**config.mk**
```make
export PLATFORM = sky130hd
export DESIGN_NAME = tick_bcd_counter
export DESIGN_NICKNAME = d
export VERILOG_FILES = /design/src/rtl/tick_bcd_counter_pkg.sv /design/src/rtl/tick_bcd_counter_digit.sv /design/src/rtl/tick_bcd_counter.sv
export SDC_FILE = /design/constraint.sdc
export NUM_CORES = 1
export LEC_CHECK = 0
export ABC_AREA = 1
export CORE_MARGIN = 1.5
export CORE_UTILIZATION = 44
export DETAILED_ROUTE_END_ITERATION = 7
export GPL_ROUTABILITY_DRIVEN = 0
export GPL_TIMING_DRIVEN = 0
export HOLD_SLACK_MARGIN = 0.12
export PLACE_DENSITY = 0.83
export SYNTH_ARGS = -nofsm -noshare
export SYNTH_HDL_FRONTEND = slang
export SYNTH_SLANG_ARGS = --single-unit
```
**constraint.sdc**
```tcl
create_clock -name clk -period 1.3 [get_ports clk]
set_input_delay 0.325 -clock clk [delete_from_list [all_inputs] [get_ports clk]]
set_output_delay 0.325 -clock clk [all_outputs]
set_load 0.01 [all_outputs]
```
**src/rtl/tick_bcd_counter_pkg.sv**
```systemverilog
// Shared types and constants for the tick-gated BCD counter.
package tick_bcd_counter_pkg;

  localparam int unsigned BCD_W = 4;
  localparam logic [BCD_W-1:0] BCD_MAX = 4'd9;

  typedef enum logic [1:0] {
    ST_IDLE  = 2'd0,
    ST_RUN   = 2'd1,
    ST_PAUSE = 2'd2
  } state_t;

  // Clamp a non-BCD nibble to 9.
  function automatic logic [BCD_W-1:0] bcd_sat(input logic [BCD_W-1:0] d);
    return (d > BCD_MAX) ? BCD_MAX : d;
  endfunction

endpackage

```
**src/rtl/tick_bcd_counter_digit.sv**
```systemverilog
// One BCD digit: clear > load > count, with carry/borrow out for chaining.
module bcd_digit
  import tick_bcd_counter_pkg::*;
(
  input  logic             clk,
  input  logic             rst,
  input  logic             en,
  input  logic             up_dn,
  input  logic             ld,
  input  logic [BCD_W-1:0] ld_val,
  input  logic             clr,
  output logic [BCD_W-1:0] q,
  output logic             cy_out
);

  logic [BCD_W-1:0] r_q;

  assign q = r_q;

  // Next digit steps only when this one rolls over in the counting direction.
  always_comb begin
    cy_out = en & (up_dn ? (r_q == BCD_MAX) : (r_q == '0));
  end

  always_ff @(posedge clk) begin
    if (!rst) begin
      r_q <= '0;
    end else if (clr) begin
      r_q <= '0;
    end else if (ld) begin
      r_q <= bcd_sat(ld_val);
    end else if (en) begin
      if (up_dn) begin
        r_q <= (r_q == BCD_MAX) ? '0 : r_q + 4'd1;
      end else begin
        r_q <= (r_q == '0) ? BCD_MAX : r_q - 4'd1;
      end
    end
  end

endmodule

```
**src/rtl/tick_bcd_counter.sv**
```systemverilog
// Samples slow_clk into single-cycle ticks and gates them into a BCD up/down counter.
module tick_bcd_counter
  import tick_bcd_counter_pkg::*;
#(
  parameter int unsigned NUM_DIGITS = 4
) (
  input  logic                        clk,
  input  logic                        rst,
  input  logic                        slow_clk,
  input  logic                        start,
  input  logic                        stop,
  input  logic                        clear,
  input  logic                        up_dn,
  input  logic                        load,
  input  logic [BCD_W*NUM_DIGITS-1:0] load_val,
  output logic                        tick,
  output logic [BCD_W*NUM_DIGITS-1:0] count,
  output logic                        wrap,
  output logic                        running
);

  state_t          r_state;
  state_t          w_state_nxt;
  logic            r_slow_q;
  logic            r_tick;
  logic            r_wrap;
  logic            r_running;
  logic            w_cnt_en;
  logic            w_ld;
  logic [NUM_DIGITS:0] w_en;

  assign tick    = r_tick;
  assign wrap    = r_wrap;
  assign running = r_running;

  always_ff @(posedge clk) begin
    if (!rst) begin
      r_state <= ST_IDLE;
    end else begin
      r_state <= w_state_nxt;
    end
  end

  // clear > stop > start; the unused code falls back to IDLE.
  always_comb begin
    w_state_nxt = r_state;
    if (clear) begin
      w_state_nxt = ST_IDLE;
    end else begin
      case (r_state)
        ST_IDLE:  if (start) w_state_nxt = ST_RUN;
        ST_RUN:   if (stop)  w_state_nxt = ST_PAUSE;
        ST_PAUSE: if (start) w_state_nxt = ST_RUN;
        default:  w_state_nxt = ST_IDLE;
      endcase
    end
  end

  always_comb begin
    w_cnt_en = 1'b0;
    w_ld     = 1'b0;
    if (!clear) begin
      w_cnt_en = (r_state == ST_RUN) & r_tick;
      w_ld     = load & ((r_state == ST_IDLE) | (r_state == ST_PAUSE));
    end
  end

  always_ff @(posedge clk) begin
    if (!rst) begin
      r_slow_q  <= 1'b0;
      r_tick    <= 1'b0;
      r_wrap    <= 1'b0;
      r_running <= 1'b0;
    end else begin
      r_slow_q  <= slow_clk;
      r_tick    <= slow_clk & ~r_slow_q;
      r_wrap    <= w_en[NUM_DIGITS];
      r_running <= (w_state_nxt == ST_RUN);
    end
  end

  assign w_en[0] = w_cnt_en;

  for (genvar i = 0; i < NUM_DIGITS; i++) begin : g_digit
    bcd_digit u_digit (
      .clk    (clk),
      .rst    (rst),
      .en     (w_en[i]),
      .up_dn  (up_dn),
      .ld     (w_ld),
      .ld_val (load_val[i*BCD_W +: BCD_W]),
      .clr    (clear),
      .q      (count[i*BCD_W +: BCD_W]),
      .cy_out (w_en[i+1])
    );
  end

endmodule

```
==> impl_metrics.env <==
export IMPL_setup_violations=5
export IMPL_slew_headroom_pct=85.43
export IMPL_power_leakage_nw=1.243
export IMPL_clkPwrFrac_pct=30.4
export IMPL_multiInputGateArea_um2=1200
export IMPL_final_cell_mix="nand2_1 (91), nand3_1 (30), nor2_1 (30)"
export IMPL_finClkSkew_ns=0.01030
export IMPL_grt_first_pass_wirelength_um=7514
export IMPL_critPathCaptureType="flop"
export IMPL_syn_area_um2=1695
export IMPL_peakVddDrop_mv=0.5758
export IMPL_comb_power_share_pct=27.2
export IMPL_syn_to_final_growth_pct=48.34
export IMPL_grt_overflow=0
export IMPL_clock_fmax_mhz=737.8
export IMPL_nFillCells=349
export IMPL_cts_tree="yes"
export IMPL_yosysSeqAreaShare_pct=25.98
export IMPL_clkSlewWorstSetupHoldPaths_ns=0.09
export IMPL_p_int_mw=1.171
export IMPL_antenna_found_initial=0
export IMPL_grt_pass1_vias=1774
export IMPL_h_tree_depth=1
export IMPL_crit_family="simple AND/OR/NAND/NOR gates"
export IMPL_regArea_um2=488.0
export IMPL_ys_seq_elements=22
export IMPL_nNetsFinal=379
export IMPL_fin_crit_ns=1.355
export IMPL_min_path_type="flop to flop"
export IMPL_path_buf_inv=1
export IMPL_dp_slack_ns=-0.7293
export IMPL_maxCapViolations=0
export IMPL_whs_ns=0.4200
export IMPL_grt_max_degree=13
export IMPL_grt_usage_pct=22.43
export IMPL_p_switching_mw=0.5177
export IMPL_post_route_drc_count=0
export IMPL_p_per_area_nw_per_um2=671.4
export IMPL_critPathArrivalTime_ns=1.53
export IMPL_cp_start_kind="flop"
export IMPL_rsz0062_at_grt="true"
export IMPL_coreArea_um2=3689
export IMPL_viasPerCell=5.187
export IMPL_fin_ws_ns=-0.05532
export IMPL_die_area_um2=4235
export IMPL_hold_buffers=0
export IMPL_hold_viol=0
export IMPL_critical_path_required_ns=1.48
export IMPL_drt_antenna_violating_nets=0
export IMPL_synth_area_per_cell_um2=5.767
export IMPL_violations="negative setup slack"
export IMPL_drive_gt1_share_pct=25.14
export IMPL_cp_cell_sequence="nor2_4 > nand2_2 > nand2_2 > nand2_4 > nor2_8 > nand3_4 > nand2_4 > inv_2 > nor2_1 > nor2_1"
export IMPL_syn_nets=318
export IMPL_dr_pass1_iters=4
export IMPL_initial_utilization_pct=45.96
export IMPL_design_area_um2=2515
export IMPL_clk_latency_ns=0.27
export IMPL_totalWireLength_um=4767
export IMPL_slew_viol_final=0
export IMPL_numCtsBuffers=3
export IMPL_critical_path_class="flop to flop"
export IMPL_worstMarginPinSlew_ns=0.2162
export IMPL_ys_warn_count=0
export IMPL_cts_sinks=22
export IMPL_die_h_um=65.08
export IMPL_drt_initial_drc_count=168
export IMPL_rows=22
export IMPL_die_x_um=65.08
export IMPL_antennaDiodeCount=0
export IMPL_p_sw_share_pct=30.66
export IMPL_finalCritPeriodShare_pct=104.3
export IMPL_mostFrequentLayoutCell="nand2_1"
export IMPL_clockRootBuffer="clkbuf_8"
export IMPL_run_status="complete, but fails checks"
export IMPL_clockBufferDepth=2
export IMPL_hpwlAfterDp_um=3212
export IMPL_wl_per_cell_um=11.86
export IMPL_p_seq_share_pct=42.4
export IMPL_synthCells=294
export IMPL_synth_cell_types=32
export IMPL_pin_count=43
export IMPL_cp_max_fo=6
export IMPL_place_area_um2=2182
export IMPL_cpMaxStageDelayCell="dfxtp_4"
export IMPL_cp_slowest_stage_delay_ns=0.37
export IMPL_via_count=2085
export IMPL_port_buffers=42
final cells by class:
class / instances / share of cell area [%]
Multi-Input combinational cell: 232 / 47.71
Clock buffer: 4 / 2.189
Tap cell: 48 / 2.388
Buffer: 6 / 2.388
Timing Repair Buffer: 56 / 20.25
Inverter: 34 / 5.672
Sequential cell: 22 / 19.40
metrics by stage:
stage,cells,power [mW],TNS [ns],utilization [%]
global route,402,1.775,-1.154,68.18
finish,402,1.689,-0.1363,68.18
floorplan,294,0.9796,-0.001396,-
global placement,384,1.138,-10.84,59.16
CTS,393,1.665,-0.3292,64.18
detailed placement,384,1.143,-11.25,59.16
registers in the layout, summed over array words and instances, names as in the netlist:
signal / cells
g_digit.u_digit.q: 16
tick: 1
wrap: 1
r_state: 2
running: 1
r_slow_q: 1
cell families (layout without fill, tap and decap cells):
kind of cell              Yosys count  in the layout  synth area share [%]
AOI/OAI and AO/OA                  37             37                 12.33
xor gates and xnor gates            3              3                 1.550
buffers and inverters              40            100                 9.298
DFF                                22             22                 25.98
and+or+nand+nor                   192            192                 50.85
routing by layer:
layer	up-vias	global-route usage [%]	wire [um]
li1	1065	-	-
met1	936	28.84	2129
met2	78	37.24	2274
met3	6	4.167	310
met4	0	8.333	53
met5	-	0	0
power by group through the flow:
stage / Combinational, mW / Sequential [mW] / Clock, mW
global placement: 0.397 / 0.740 / 0
detailed placement: 0.402 / 0.741 / 0
CTS: 0.424 / 0.721 / 0.520
finish: 0.459 / 0.717 / 0.513
global route: 0.505 / 0.721 / 0.549
floorplan: 0.237 / 0.743 / 0
timing repair:
action / CTS / global route
gates resized for setup: 67 / 35
setup endpoints to repair: 38 / 24
setup buffers: 5 / 9
gates cloned: 0 / 0
pin swaps: 7 / 15
Yosys cell counts:
| library cell | count | area, um2 |
|---|---|---|
| nand4_1 | 3 | 18.77 |
| nand2_1 | 97 | 364.1 |
| a211oi_1 | 1 | 7.510 |
| nand3_1 | 32 | 160.2 |
| nand3b_1 | 1 | 7.510 |
| nor2_2 | 3 | 18.77 |
| buf_1 | 1 | 3.750 |
| xnor2_1 | 1 | 8.760 |
| nor2_1 | 39 | 146.4 |
| nor3_1 | 4 | 20.02 |
| nand2_2 | 5 | 31.28 |
| a21oi_1 | 7 | 35.03 |
| buf_2 | 3 | 15.01 |
| buf_4 | 1 | 7.510 |
| nand2_4 | 1 | 11.26 |
| a211oi_2 | 1 | 12.51 |
| clkbuf_1 | 1 | 3.750 |
| nor2_8 | 1 | 20.02 |
| o21ai_1 | 1 | 5.000 |
| nor2_4 | 3 | 33.78 |
| o31ai_1 | 1 | 7.510 |
| inv_1 | 28 | 105.1 |
| xor2_1 | 2 | 17.52 |
| o21ai_0 | 20 | 100.1 |
| a31oi_1 | 3 | 18.77 |
| dfxtp_1 | 22 | 440.4 |
| o22ai_1 | 1 | 6.260 |
| a21oi_2 | 1 | 8.760 |
| inv_2 | 6 | 22.52 |
| or2_2 | 2 | 12.51 |
| nand3_4 | 1 | 17.52 |
| o21a_1 | 1 | 7.510 |
worst paths after layout:
kind,from,to,slack [ns],cells past startpoint
worst max-delay path,g_digit[0].u_digit.q[1],g_digit[3].u_digit.q[1],-0.06,10
worst min-delay path,r_slow_q,tick,0.42,1
worst max register to register,g_digit[0].u_digit.q[1],g_digit[3].u_digit.q[1],-0.06,10
worst min register to register,r_slow_q,tick,0.42,1
Power figures use the tool's default switching activity.
